**src/rtl/branch_predictor.sv**
```systemverilog
// Dynamic conditional-branch predictor: direct-mapped table of 2-bit
// saturating counters, looked up from IF and trained from EX/MEM.
//
// Ports:
//   clk, rst_n    rising-edge clock, asynchronous active-low reset
//   if_pc/if_inst fetch PC and instruction used for the lookup
//   stall         freezes training and statistics; lookup stays live
//   em_branch     EX/MEM holds a resolved conditional branch
//   em_pc         PC of that branch (selects the entry to train)
//   em_taken      resolved outcome
//   em_guess      guess made for that branch at fetch
//   guess_result  combinational taken/not-taken guess for if_inst
//   mispredict    registered one-cycle pulse after a wrong guess resolves
//   branch_cnt    saturating count of resolved branches
//   miss_cnt      saturating count of mispredicted branches

module branch_predictor #(
    parameter int         INDEX_BITS = 4,
    parameter logic [1:0] INIT_STATE = 2'b01,
    parameter int         CNT_WIDTH  = 16
) (
    input  logic                 clk,
    input  logic                 rst_n,
    input  logic [31:0]          if_pc,
    input  logic [31:0]          if_inst,
    input  logic                 stall,
    input  logic                 em_branch,
    input  logic [31:0]          em_pc,
    input  logic                 em_taken,
    input  logic                 em_guess,
    output logic                 guess_result,
    output logic                 mispredict,
    output logic [CNT_WIDTH-1:0] branch_cnt,
    output logic [CNT_WIDTH-1:0] miss_cnt
);

    localparam int         DEPTH     = 1 << INDEX_BITS;
    localparam logic [4:0] OP_BRANCH = 5'b11000;

    logic [1:0]            pht [DEPTH];
    logic [INDEX_BITS-1:0] rd_idx;
    logic [INDEX_BITS-1:0] wr_idx;
    logic [1:0]            cur;
    logic [1:0]            nxt;
    logic                  upd;
    logic                  wrong;
    logic                  unused_bits;

    assign rd_idx = if_pc[INDEX_BITS+1:2];
    assign wr_idx = em_pc[INDEX_BITS+1:2];
    assign upd    = em_branch && !stall;
    assign wrong  = em_guess != em_taken;
    assign cur    = pht[wr_idx];

    // Reads the registered table only, so a same-cycle write to the
    // looked-up entry shows up one cycle later.
    assign guess_result = (if_inst[6:2] == OP_BRANCH) && pht[rd_idx][1];

    always_comb begin
        nxt = cur;
        unique case (1'b1)
            em_taken && (cur != 2'b11):  nxt = cur + 2'd1;
            !em_taken && (cur != 2'b00): nxt = cur - 2'd1;
            default:                     nxt = cur;
        endcase
    end

    always_ff @(posedge clk or negedge rst_n) begin
        if (!rst_n) begin
            for (int i = 0; i < DEPTH; i++) begin
                pht[i] <= INIT_STATE;
            end
        end else if (upd) begin
            pht[wr_idx] <= nxt;
        end
    end

    always_ff @(posedge clk or negedge rst_n) begin
        if (!rst_n) begin
            branch_cnt <= '0;
            miss_cnt   <= '0;
            mispredict <= 1'b0;
        end else begin
            mispredict <= upd && wrong;
            if (upd && !(&branch_cnt)) begin
                branch_cnt <= branch_cnt + CNT_WIDTH'(1);
            end
            if (upd && wrong && !(&miss_cnt)) begin
                miss_cnt <= miss_cnt + CNT_WIDTH'(1);
            end
        end
    end

    assign unused_bits = ^{if_pc[31:INDEX_BITS+2], if_pc[1:0],
                           em_pc[31:INDEX_BITS+2], em_pc[1:0],
                           if_inst[31:7], if_inst[1:0]};

endmodule

```
**config.mk**
```make
export PLATFORM = sky130hd
export DESIGN_NAME = branch_predictor
export DESIGN_NICKNAME = d
export VERILOG_FILES = /design/src/rtl/branch_predictor.sv
export SDC_FILE = /design/constraint.sdc
export NUM_CORES = 1
export LEC_CHECK = 0
export ABC_AREA = 1
export CAP_MARGIN = 20
export CORE_MARGIN = 2
export CORE_UTILIZATION = 49
export DETAILED_ROUTE_END_ITERATION = 10
export PLACE_DENSITY = 0.87
export SETUP_SLACK_MARGIN = 0.1
export SYNTH_ARGS = -nofsm -noshare
export SYNTH_HDL_FRONTEND = slang
export SYNTH_SLANG_ARGS = --single-unit
```
**constraint.sdc**
```tcl
create_clock -name clk -period 4.39 [get_ports clk]
set_clock_uncertainty 0.2 [all_clocks]
set_input_delay 0.439 -clock clk [delete_from_list [all_inputs] [get_ports clk]]
set_output_delay 0.439 -clock clk [all_outputs]
set_load 0.02 [all_outputs]
```
# == Yosys cells after proc, flatten, opt, wreduce, memory -nomap -nowiden ==
# Cells that the tools add are included.
# totals
ff_bits,65
elab_cells,56
# classes
add_sub_neg,4
order_cmp,3
eq_ne,3
muxes,10
bitwise,2
n_reduce_logical,15
# op_table
cell,count
"adder 16 x 1 -> 16 bit, second input constant",2
bitwise mux 32 bit,1
AND reduction 16 bit,2
binary-select mux 2 bit (select 4 bit),2
"greater-or-equal comparator 5 bit, second input constant",2
2-to-1 mux 2 bit,5
NOT 4 -> 5 bit,2
demux 2 bit (select 4 bit),1
logical AND 1 bit,8
"== test 5 bit, second input constant",1
"< comparator 5 x 1 -> 1 bit, second input constant",1
logical NOT 1 bit,4
one-hot mux 2 bit (2 select lines),1
"adder 2 x 1 -> 2 bit, second input constant",1
"!= test 2 bit, second input constant",1
nonzero test 2 bit,1
"subtractor 2 x 1 -> 2 bit, second input constant",1
!= test 1 bit,1

# == Logic depth before layout (Yosys ltp) ==
# Gate-level depths: netlist of run 1.
# depth
ltp_word,8
depth_mapped,15

# == Worst setup path after synthesis of run 1 ==
# No wires, ideal clock.
# synth_path
path_type,input-to-output
startpoint,input port if_inst[3]
endpoint,output port guess_result
arrival_ns,1.443
required_ns,3.751
path_slack_ns,2.308
stages,3
cell_sequence,or4_1 -> a21o_1 -> a21oi_1
# synth_via
elab_chain_len,2
# synth_lines
element,line,source
from (decl),25,"input logic [31:0] if_inst,"
== test 5 bit,57,assign guess_result = (if_inst[6:2] == OP_BRANCH) && pht[rd_idx][1];
logical AND 1 bit,57,
to (decl),31,"output logic guess_result,"
# No other way between the ends.

# == Worst setup path after layout of run 1 ==
# layout_path
startpoint,input port if_pc[2]
endpoint,output port guess_result
# layout_via
elab_chain_len,5
# layout_lines
element,line,source
from (decl),24,"input logic [31:0] if_pc,"
NOT 4 -> 5 bit (implied by the code),57,
binary-select mux 2 bit (select 4 bit),57,
2-to-1 mux 2 bit (implied by the code) (2 in series),57,
logical AND 1 bit,57,
# No other way between the ends. The select of a mux whose other input is x is not followed.

==> results of run 1 <==
-- registers in the layout (all words and copies together), names as in the netlist --
signal / count
pht: 32
branch_cnt: 16
miss_cnt: 16
mispredict: 1
-- per-layer routing --
| layer | vias to the layer above | share of wire [%] | global-route usage [%] |
|---|---|---|---|
| met5 | - | 0 | 0 |
| met2 | 115 | 50 | 36.2 |
| li1 | 1688 | - | - |
| met3 | 16 | 7.4 | 5.15 |
| met4 | 0 | 1.6 | 10.4 |
| met1 | 1669 | 41 | 28.4 |
-- critical path: cells and delay by family --
kind                   cells  cell delay [ps]
buffers and inverters      2             1310
AOI/OAI and AO/OA          5              760
and+or+nand+nor            1               90
-- kinds of logic after synthesis --
family	synth area share (%)
AOI/OAI and AO/OA	4.07
xor gates and xnor gates	6.83
adders and majority gates	0.673
buffers and inverters	8.58
DFF	44.3
and+or+nand+nor	35.6
-- placed cells by master (no fill, tap or decap), drive strengths merged, types with 2 or more instances in the layout --
master	n
nand2	216
inv	61
clkdlybuf4s50	51
dfrtp	49
nor2	43
nand3	38
o21ai	19
xor2	17
dfstp	16
nor3	13
xnor2	12
clkbuf	9
a21oi	7
nand4	4
clkinv	4
ha	2
bufinv	2
buf	2
-- synthesized netlist by cell type, drive strengths merged (2+ instances only) --
| cell type | count |
|---|---|
| nand2 | 216 |
| inv | 61 |
| dfrtp | 49 |
| nor2 | 43 |
| nand3 | 38 |
| o21ai | 19 |
| xor2 | 17 |
| dfstp | 16 |
| nor3 | 13 |
| xnor2 | 12 |
| buf | 10 |
| a21oi | 7 |
| nand4 | 4 |
| ha | 2 |
-- worst max path at each step --
stage                     from      endpoint  slack [ps]  cells past startpoint
global route          if_pc[2]  guess_result        1030                      8
floorplan           if_inst[3]  guess_result        2310                      3
finish                if_pc[2]  guess_result        1150                      8
global placement      if_pc[2]  guess_result        1230                      8
CTS                   if_pc[2]  guess_result        1180                      7
detailed placement    if_pc[2]  guess_result        1190                      7
-- through the flow --
stage	power (W)	setup slack [ps]	cells	hold WS, ps	instance area [sq um]
after floorplan	0.00105	2310	514	-56.6	3720
after global placement	0.00122	1230	655	254	4280
after detailed placement	0.00124	1190	655	259	4280
after CTS	0.00180	1180	672	269	4510
after global routing	0.00188	1030	672	288	4510
final	0.00179	1150	672	271	4510
-- cell type report --
type | count | share of cell area [%]
Sequential cell | 65 | 36.5
Tap cell | 99 | 2.75
Inverter | 61 | 5.08
Clock inverter | 7 | 2.11
Timing Repair Buffer | 54 | 11.8
Multi-Input combinational cell | 377 | 38.9
Clock buffer | 9 | 2.75
-- power by group through the flow --
stage / clock network, W / registers (W) / logic [W]
detailed placement: 0 / 0.000807 / 0.000430
CTS: 0.000567 / 0.000798 / 0.000435
finish: 0.000557 / 0.000798 / 0.000433
floorplan: 0 / 0.000847 / 0.000202
global route: 0.000595 / 0.000809 / 0.000476
global placement: 0 / 0.000800 / 0.000415
-- timing repair --
action / 4_1_cts / 5_1_grt
hold buffers: 1 / 0
hold endpoints to repair: 20 / 0
resized for setup: 0 / 0
==> flow_metrics.tcl, run 1 <==
set metrics [dict create \
    seqPwrFrac_pct 44.6 \
    fill_cells 655 \
    relSlewSlack_pct 46.5 \
    rrSetupSlack_ps 2220 \
    cts_tree "done" \
    wl_per_cell_um 13.2 \
    ant_nets 0 \
    hold_violations 0 \
    routed_wirelength_mm 8.89 \
    min_period_ps 3240 \
    synth-seq-cells 65 \
    p_comb_share_pct 24.2 \
    num_antenna_cells 0 \
    drive_gt1_share_pct 10.6 \
    tightest_slew_ps 800 \
    slowest_delay_ps 680 \
    insertion_delay_ps 350 \
    grt_usage_pct 22.4 \
    yosys_warnings 0 \
    p_leak_nw 2.17 \
    internal-power_w 0.00121 \
    io_pins 136 \
    power.density_nw_per_um2 397 \
    drcViolationCount 0 \
    grt_pass1_wl_mm 15.1 \
    fin_util_pct 61.8 \
    ctsLongestPathBuffers 2 \
    critPathRequiredTime_ps 3750 \
    crit_fanout 16 \
    viasPerCell 5.19 \
    max_cap_violations 0 \
    setup-violations-final 0 \
    grt_overflow 0 \
    vias 3488 \
    postCtsSetupRepairBufs 0 \
    rsz0062_at_grt "false" \
    hold_class "reg -> reg" \
    worst-setup-path-type "in -> out" \
    status "complete, no violations" \
    dp_hpwl_mm 6.34 \
    grt_max_degree 34 \
    maxSlewViolCount 0 \
    yosysTopAreaCell "dfrtp_1" \
    synth_top_cell_area_share_pct 33.0 \
    p_switching_w 0.000576 \
    die-area_sq_um 8300 \
    ys_seq_area_share_pct 44.3 \
    regArea_sq_um 1650 \
    grt_pass1_vias 3484 \
    worst_hold_path.endpoint "pht[30]" \
    synth_edf_count 0 \
    cp_data_arrival_time_ps 2600 \
    numCtsBuffers 9 \
    rr_endpoint "branch_cnt[11]" \
    row_count 31 \
    slowest_stage "clkdlybuf4s50_1" \
    peakVddDrop_v 0.000307 \
    core-area_sq_um 7290 \
    async_reset_ff_share_pct 100 \
    synth.area.top_cells "dfrtp_1 (33%), nand2_1 (20%), dfstp_2 (11%)" \
    ff2ff_path_depth 10 \
    netlist_instances 514 \
    pwr-share-clk_pct 31.2 \
    port_buffers 52 \
    die_w_um 91.1 \
    synth.avg_cell_area_sq_um 7.24 \
    drt_iter0_markers 246 \
    yosysUniqueCellTypes 28 \
    fin_tns_setup_ps 0 \
    fp.dieH_um 91.1 \
    clkTransAtPathRegs_ps 70 \
    syn_nets 618 \
    gp_congestion 0.930 \
    holdPathStages 2 \
    fmax_ghz 0.308 \
    start_kind "primary input" \
    cp-end-kind "output pin" \
    synthFlopType "dfrtp_1" \
    multi_input_area_sq_um 1750 \
    switching_share_pct 32.2 \
    min_from "pht[30]" \
    area_growth_pct 21.1 \
    rr_startpoint "branch_cnt[1]" \
    nNetsFinal 672 \
    initial_utilization_pct 51.0 \
    antenna_found_initial 0 \
    drt_pre_antenna_iters 4 \
    cts.htree.levels 3 \
    post-route-period-util_pct 73.9 \
    clock_sinks 65 \
    path_cells "clkdlybuf4s50_1, a21oi_1, o21ai_0, nand3_1, o21ai_0, a21o_1, a21oi_1, clkdlybuf4s50_1" \
    cts-root-buf "clkbuf_8" \
    synth_area_sq_um 3720 \
]
No activity file was read; power rests on OpenSTA's default activity.
==> run 2: changes to the inputs <==
--- a/config.mk
+++ b/config.mk
@@ -8,9 +8,9 @@
 export ABC_AREA = 1
 export CAP_MARGIN = 20
 export CORE_MARGIN = 2
-export CORE_UTILIZATION = 49
+export CORE_UTILIZATION = 41
 export DETAILED_ROUTE_END_ITERATION = 10
-export PLACE_DENSITY = 0.87
+export PLACE_DENSITY = 0.78
 export SETUP_SLACK_MARGIN = 0.1
 export SYNTH_ARGS = -nofsm -noshare
 export SYNTH_HDL_FRONTEND = slang
==> constraint.sdc (replaced) <==
create_clock -name clk -period 2.67 [get_ports clk]
set_clock_uncertainty 0.2 [all_clocks]
set_input_delay 0.267 -clock clk [delete_from_list [all_inputs] [get_ports clk]]
set_output_delay 0.267 -clock clk [all_outputs]
set_load 0.02 [all_outputs]
==> flow_metrics.tcl, run 2 (synthesis results as in run 1) <==
set metrics [dict create \
    largest_reg_flops 32 \
    antenna_found_initial 0 \
    cts.htree.levels 3 \
    io_pins 136 \
    initial_utilization_pct 42.4 \
    viasPerCell 4.95 \
    nNetsFinal 677 \
    grt_overflow 0 \
    critPathRequiredTime_ps 2200 \
    rr_endpoint "miss_cnt[11]" \
    dp_hpwl_mm 6.28 \
    setup-violations-final 0 \
    fmax_ghz 0.410 \
    rsz0062_at_grt "false" \
    grt_pass1_vias 3346 \
    drive_gt1_share_pct 11.2 \
    fill_cells 842 \
    die-area_sq_um 9850 \
    relSlewSlack_pct 54.1 \
    ctsLongestPathBuffers 2 \
    ant_nets 0 \
    cts_tree "done" \
    crit_fanout 16 \
    grt_max_degree 39 \
    fp.dieH_um 99.3 \
    top_regs "pht: 32 flops, branch_cnt: 16 flops, miss_cnt: 16 flops" \
    clock_sinks 65 \
    grt_usage_pct 19.1 \
    area_growth_pct 23.7 \
    clkTransAtPathRegs_ps 60 \
    p_leak_nw 2.21 \
    min_period_ps 2440 \
    cts-root-buf "clkbuf_8" \
    rrSetupSlack_ps 680 \
    top_register "pht" \
    numCtsBuffers 9 \
    core-area_sq_um 8760 \
    gp_congestion 0.870 \
    postCtsSetupRepairBufs 0 \
    layout.cells.most_common "nand2_1" \
    cp_data_arrival_time_ps 1970 \
    drt_pre_antenna_iters 5 \
    grt_pass1_wl_mm 15.1 \
    power.density_nw_per_um2 663 \
    num_antenna_cells 0 \
    fin_ws_ps 233 \
    hold_class "reg -> reg" \
    min_from "pht[30]" \
    insertion_delay_ps 350 \
    cp-end-kind "output pin" \
    wl_per_cell_um 12.6 \
    maxSlewViolCount 0 \
    pre_cts_ws_ps -16.3 \
    row_count 34 \
    ff2ff_path_depth 8 \
    max_cap_violations 0 \
    final_cell_mix "nand2_1 (201), inv_1 (52), clkdlybuf4s50_1 (50)" \
    peakVddDrop_v 0.000501 \
    hold_violations 0 \
    worst-setup-path-type "in -> out" \
    port_buffers 52 \
    worst_hold_path.endpoint "pht[30]" \
    start_kind "primary input" \
    tightest_slew_ps 689 \
    post-route-period-util_pct 91.3 \
    rr_startpoint "miss_cnt[0]" \
    status "complete, no violations" \
    drcViolationCount 0 \
    drt_iter0_markers 177 \
    vias 3398 \
    routed_wirelength_mm 8.68 \
    die_w_um 99.3 \
    holdPathStages 2 \
    whs_ps 267 \
]
-- run 2: layout make-up --
type	count	area (sq um)	share of cell area [%]
clock buffers	10	128	2.77
clock inverters	6	115	2.50
inverters	61	229	4.98
multi-input cells	377	1750	38.1
flip-flops and latches	65	1650	35.8
well taps	108	135	2.94
repair buffers	59	594	12.9
-- run 2: repair_timing --
item                                    in CTS  in global routing
hold endpoints to repair                    17                  0
endpoints found under the setup margin       1                  0
hold buffers                                 1                  0
resized for setup                            1                  0
-- run 2: how the worst max path moves through the flow --
stage                   end  cells after the start        start  slack [ps]
6_report       guess_result                      9     if_pc[2]         230
4_1_cts        guess_result                      9     if_pc[2]         250
3_5_place_dp   guess_result                      9     if_pc[2]         -20
2_1_floorplan  miss_cnt[10]                      9  miss_cnt[0]         800
3_3_place_gp   guess_result                      9     if_pc[2]          10
5_1_grt        guess_result                      9     if_pc[2]         120
-- run 2: worst max-delay path, stage by stage --
cell             delay (ps)
clkdlybuf4s50_1         450
buf_12                  170
a21oi_1                 130
o21ai_0                 120
nand3_1                 120
o21ai_0                 100
a21o_1                  160
a21oi_1                 110
dlygate4sd2_1           340
-- run 2: per-layer routing --
| layer | GRT usage (%) | part of all wire, % |
|---|---|---|
| met5 | 0 | 0 |
| met4 | 6.01 | 1.2 |
| met3 | 5.90 | 6.7 |
| met2 | 31.2 | 47 |
| met1 | 24.4 | 45 |
-- run 2: per-stage QoR --
stage,instances,power [W],util (%),setup TNS [ps],area (sq um)
CTS,686,0.00308,52.5,0,4600
global placement,669,0.00202,49.6,0,4350
global route,686,0.00322,52.5,0,4600
floorplan,514,0.00172,-,0,3720
finish,686,0.00305,52.5,0,4600
detailed placement,669,0.00204,49.6,-16.3,4350
-- run 2: power by group --
group | switching [W] | internal [W] | leakage (nW)
logic | 0.000403 | 0.000314 | 1.30
clock network | 0.000397 | 0.000625 | 0.117
registers | 0.000148 | 0.00116 | 0.798
total | 0.000948 | 0.00210 | 2.21
==> run 3: changes to the inputs <==
--- a/config.mk
+++ b/config.mk
@@ -5,10 +5,9 @@
 export SDC_FILE = /design/constraint.sdc
 export NUM_CORES = 1
 export LEC_CHECK = 0
-export ABC_AREA = 1
 export CAP_MARGIN = 20
 export CORE_MARGIN = 2
-export CORE_UTILIZATION = 41
+export CORE_UTILIZATION = 40
 export DETAILED_ROUTE_END_ITERATION = 10
 export PLACE_DENSITY = 0.78
 export SETUP_SLACK_MARGIN = 0.1
==> flow_metrics.tcl, run 3 <==
set metrics [dict create \
    synth.avg_cell_area_sq_um 11.3 \
    cp-end-kind "output pin" \
    grt_overflow 0 \
    yosysMostFrequentCell "dfrtp_1" \
    fill_cells 740 \
    clkTransAtPathRegs_ps 70 \
    gp_congestion 0.822 \
    relSlewSlack_pct 53.8 \
    min_period_ps 2450 \
    drive_gt1_share_pct 19.4 \
    yosysTopAreaCell "dfrtp_1" \
    ys_seq_area_share_pct 47.8 \
    drt_pre_antenna_iters 6 \
    seqPwrFrac_pct 43.6 \
    die-area_sq_um 9380 \
    slowest_stage "mux4_2" \
    max_cap_violations 0 \
    tightest_slew_ps 693 \
    netlist_instances 304 \
    p_total_w 0.00342 \
    synth-seq-cells 65 \
    async_reset_ff_share_pct 100 \
    syn_nets 408 \
    ctsLongestPathBuffers 2 \
    synth_top_cell_area_share_pct 35.6 \
    die_w_um 96.9 \
    crit_fanout 3 \
    area_growth_pct 29.3 \
    routed.top_layer "met4" \
    routed_wirelength_mm 7.79 \
    num_antenna_cells 0 \
    top_regs "pht: 32 flops, branch_cnt: 16 flops, miss_cnt: 16 flops" \
    row_count 33 \
    rrSetupSlack_ps 520 \
    cts-root-buf "clkbuf_8" \
    cp_data_arrival_time_ps 1980 \
    fmax_ghz 0.409 \
    grt_pass1_vias 2762 \
    grt_max_degree 38 \
    hold_violations 0 \
    fp.dieH_um 96.9 \
    antenna_found_initial 0 \
    synth_edf_count 0 \
    critPathRequiredTime_ps 2200 \
    switching_share_pct 31.2 \
    wl_per_cell_um 16.0 \
    synthFlopType "dfrtp_1" \
    dr_wl_met3_um 374 \
    setup-violations-final 0 \
    numCtsBuffers 9 \
    slowest_delay_ps 480 \
    dp_hpwl_mm 5.66 \
    io_pins 136 \
    initial_utilization_pct 41.5 \
    post-route-period-util_pct 91.7 \
    hold_class "reg -> reg" \
    port_buffers 52 \
    fin_area_sq_um 4460 \
    internal-power_w 0.00236 \
    grt_pass1_wl_mm 13.5 \
    synth_common_cells "dfrtp_1 (49), nor2_1 (26), xor2_1 (20)" \
    drcViolationCount 0 \
    dr_wl_met2_mm 3.79 \
    worst-setup-path-type "reg -> out" \
    insertion_delay_ps 340 \
    status "complete, no violations" \
    grt_usage_pct 17.5 \
    p_leak_nw 1.89 \
    cts_tree "done" \
    core-area_sq_um 8300 \
    nNetsFinal 482 \
    vias 2721 \
    viasPerCell 5.59 \
    synth_area_sq_um 3450 \
    p_comb_share_pct 28.2 \
    wirelength_met1_mm 3.49 \
    power.density_nw_per_um2 768 \
    rsz0062_at_grt "false" \
    maxSlewViolCount 0 \
    clock_sinks 65 \
    path_cells "mux4_2, nor2b_1, a211oi_2, a211oi_1, dlygate4sd2_1" \
    cts.htree.levels 3 \
    yosys_warnings 0 \
    p_switching_w 0.00107 \
    largest_reg_flops 32 \
    yosysUniqueCellTypes 50 \
    drt_iter0_markers 124 \
    final_cell_mix "dfrtp_1 (49), clkdlybuf4s50_1 (49), nor2_1 (26)" \
    synth.area.top_cells "dfrtp_1 (36%), dfstp_2 (12%), xor2_1 (5.1%)" \
    ant_nets 0 \
    top_register "pht" \
    placed_area_sq_um 4220 \
    pwr-share-clk_pct 28.3 \
    peakVddDrop_v 0.000301 \
    start_kind "flop" \
]
run 3: cell type report:
type	count	area [sq um]	share of cell area (%)
Clock buffer	13	169	3.79
Multi-Input combinational cell	212	1700	38.0
Clock inverter	2	60.1	1.35
Sequential cell	65	1650	36.9
Timing Repair Buffer	75	701	15.7
Inverter	15	56.3	1.26
Tap cell	105	131	2.95
run 3: power groups by stage:
stage                     logic, W  clock network, W  registers [W]
after global routing       0.00106           0.00102        0.00153
after floorplan           0.000497                 0        0.00154
after CTS                 0.000970          0.000983        0.00149
after detailed placement  0.000965                 0        0.00150
after global placement    0.000935                 0        0.00149
final                     0.000965          0.000968        0.00149
run 3: kinds of logic (layout without fill, tap and decap cells):
| family | count (synthesis) | count (layout) | share of synthesized area, % |
|---|---|---|---|
| DFF | 65 | 65 | 47.8 |
| muxes | 32 | 32 | 14.4 |
| buffers and inverters | 27 | 105 | 3.23 |
| xor gates and xnor gates | 29 | 29 | 7.37 |
| AOI/OAI and AO/OA | 52 | 52 | 10.2 |
| and+or+nand+nor | 93 | 93 | 15.0 |
| adders and majority gates | 6 | 6 | 1.96 |
run 3: per-stage QoR:
step                      setup slack [ps]  std cells  TNS, ps  hold slack, ps  utilization, %
after floorplan                        632        304        0            -229               -
after global placement                -119        471     -451             131            50.8
after detailed placement              -138        471    -1000             136            50.8
after CTS                              184        487        0             271            53.7
after global routing                   130        487        0             297            53.7
final                                  223        487        0             269            53.7
run 3: metal layers:
metal,global-route usage (%),vias up
met4,5.74,0
met5,0,-
li1,-,1278
met2,27.7,86
met1,23.7,1344
met3,4.55,13
run 3: worst max-delay path: cells and delay by family, from the launching register on:
| kind | cells | cell delay, ps |
|---|---|---|
| mux | 1 | 480 |
| flops | 1 | 410 |
| buf+inv | 1 | 330 |
| compound gates | 2 | 270 |
| simple gates | 1 | 160 |
run 3: timing repair:
action / CTS / global route
hold buffers: 1 / 0
hold endpoints to repair: 20 / 0
endpoints found under the setup margin: 1 / 1
setup buffers: 0 / 0
gates resized for setup: 2 / 1
run 3: worst paths after layout:
kind,from,endpoint,cells past startpoint
max,pht[27],guess_result,5
min,pht[24],pht[24],2
max reg2reg,branch_cnt[0],branch_cnt[10],5
min reg2reg,pht[24],pht[24],2
max in group asynchronous,rst_n,pht[14],3
min in group asynchronous,rst_n,pht[27],2
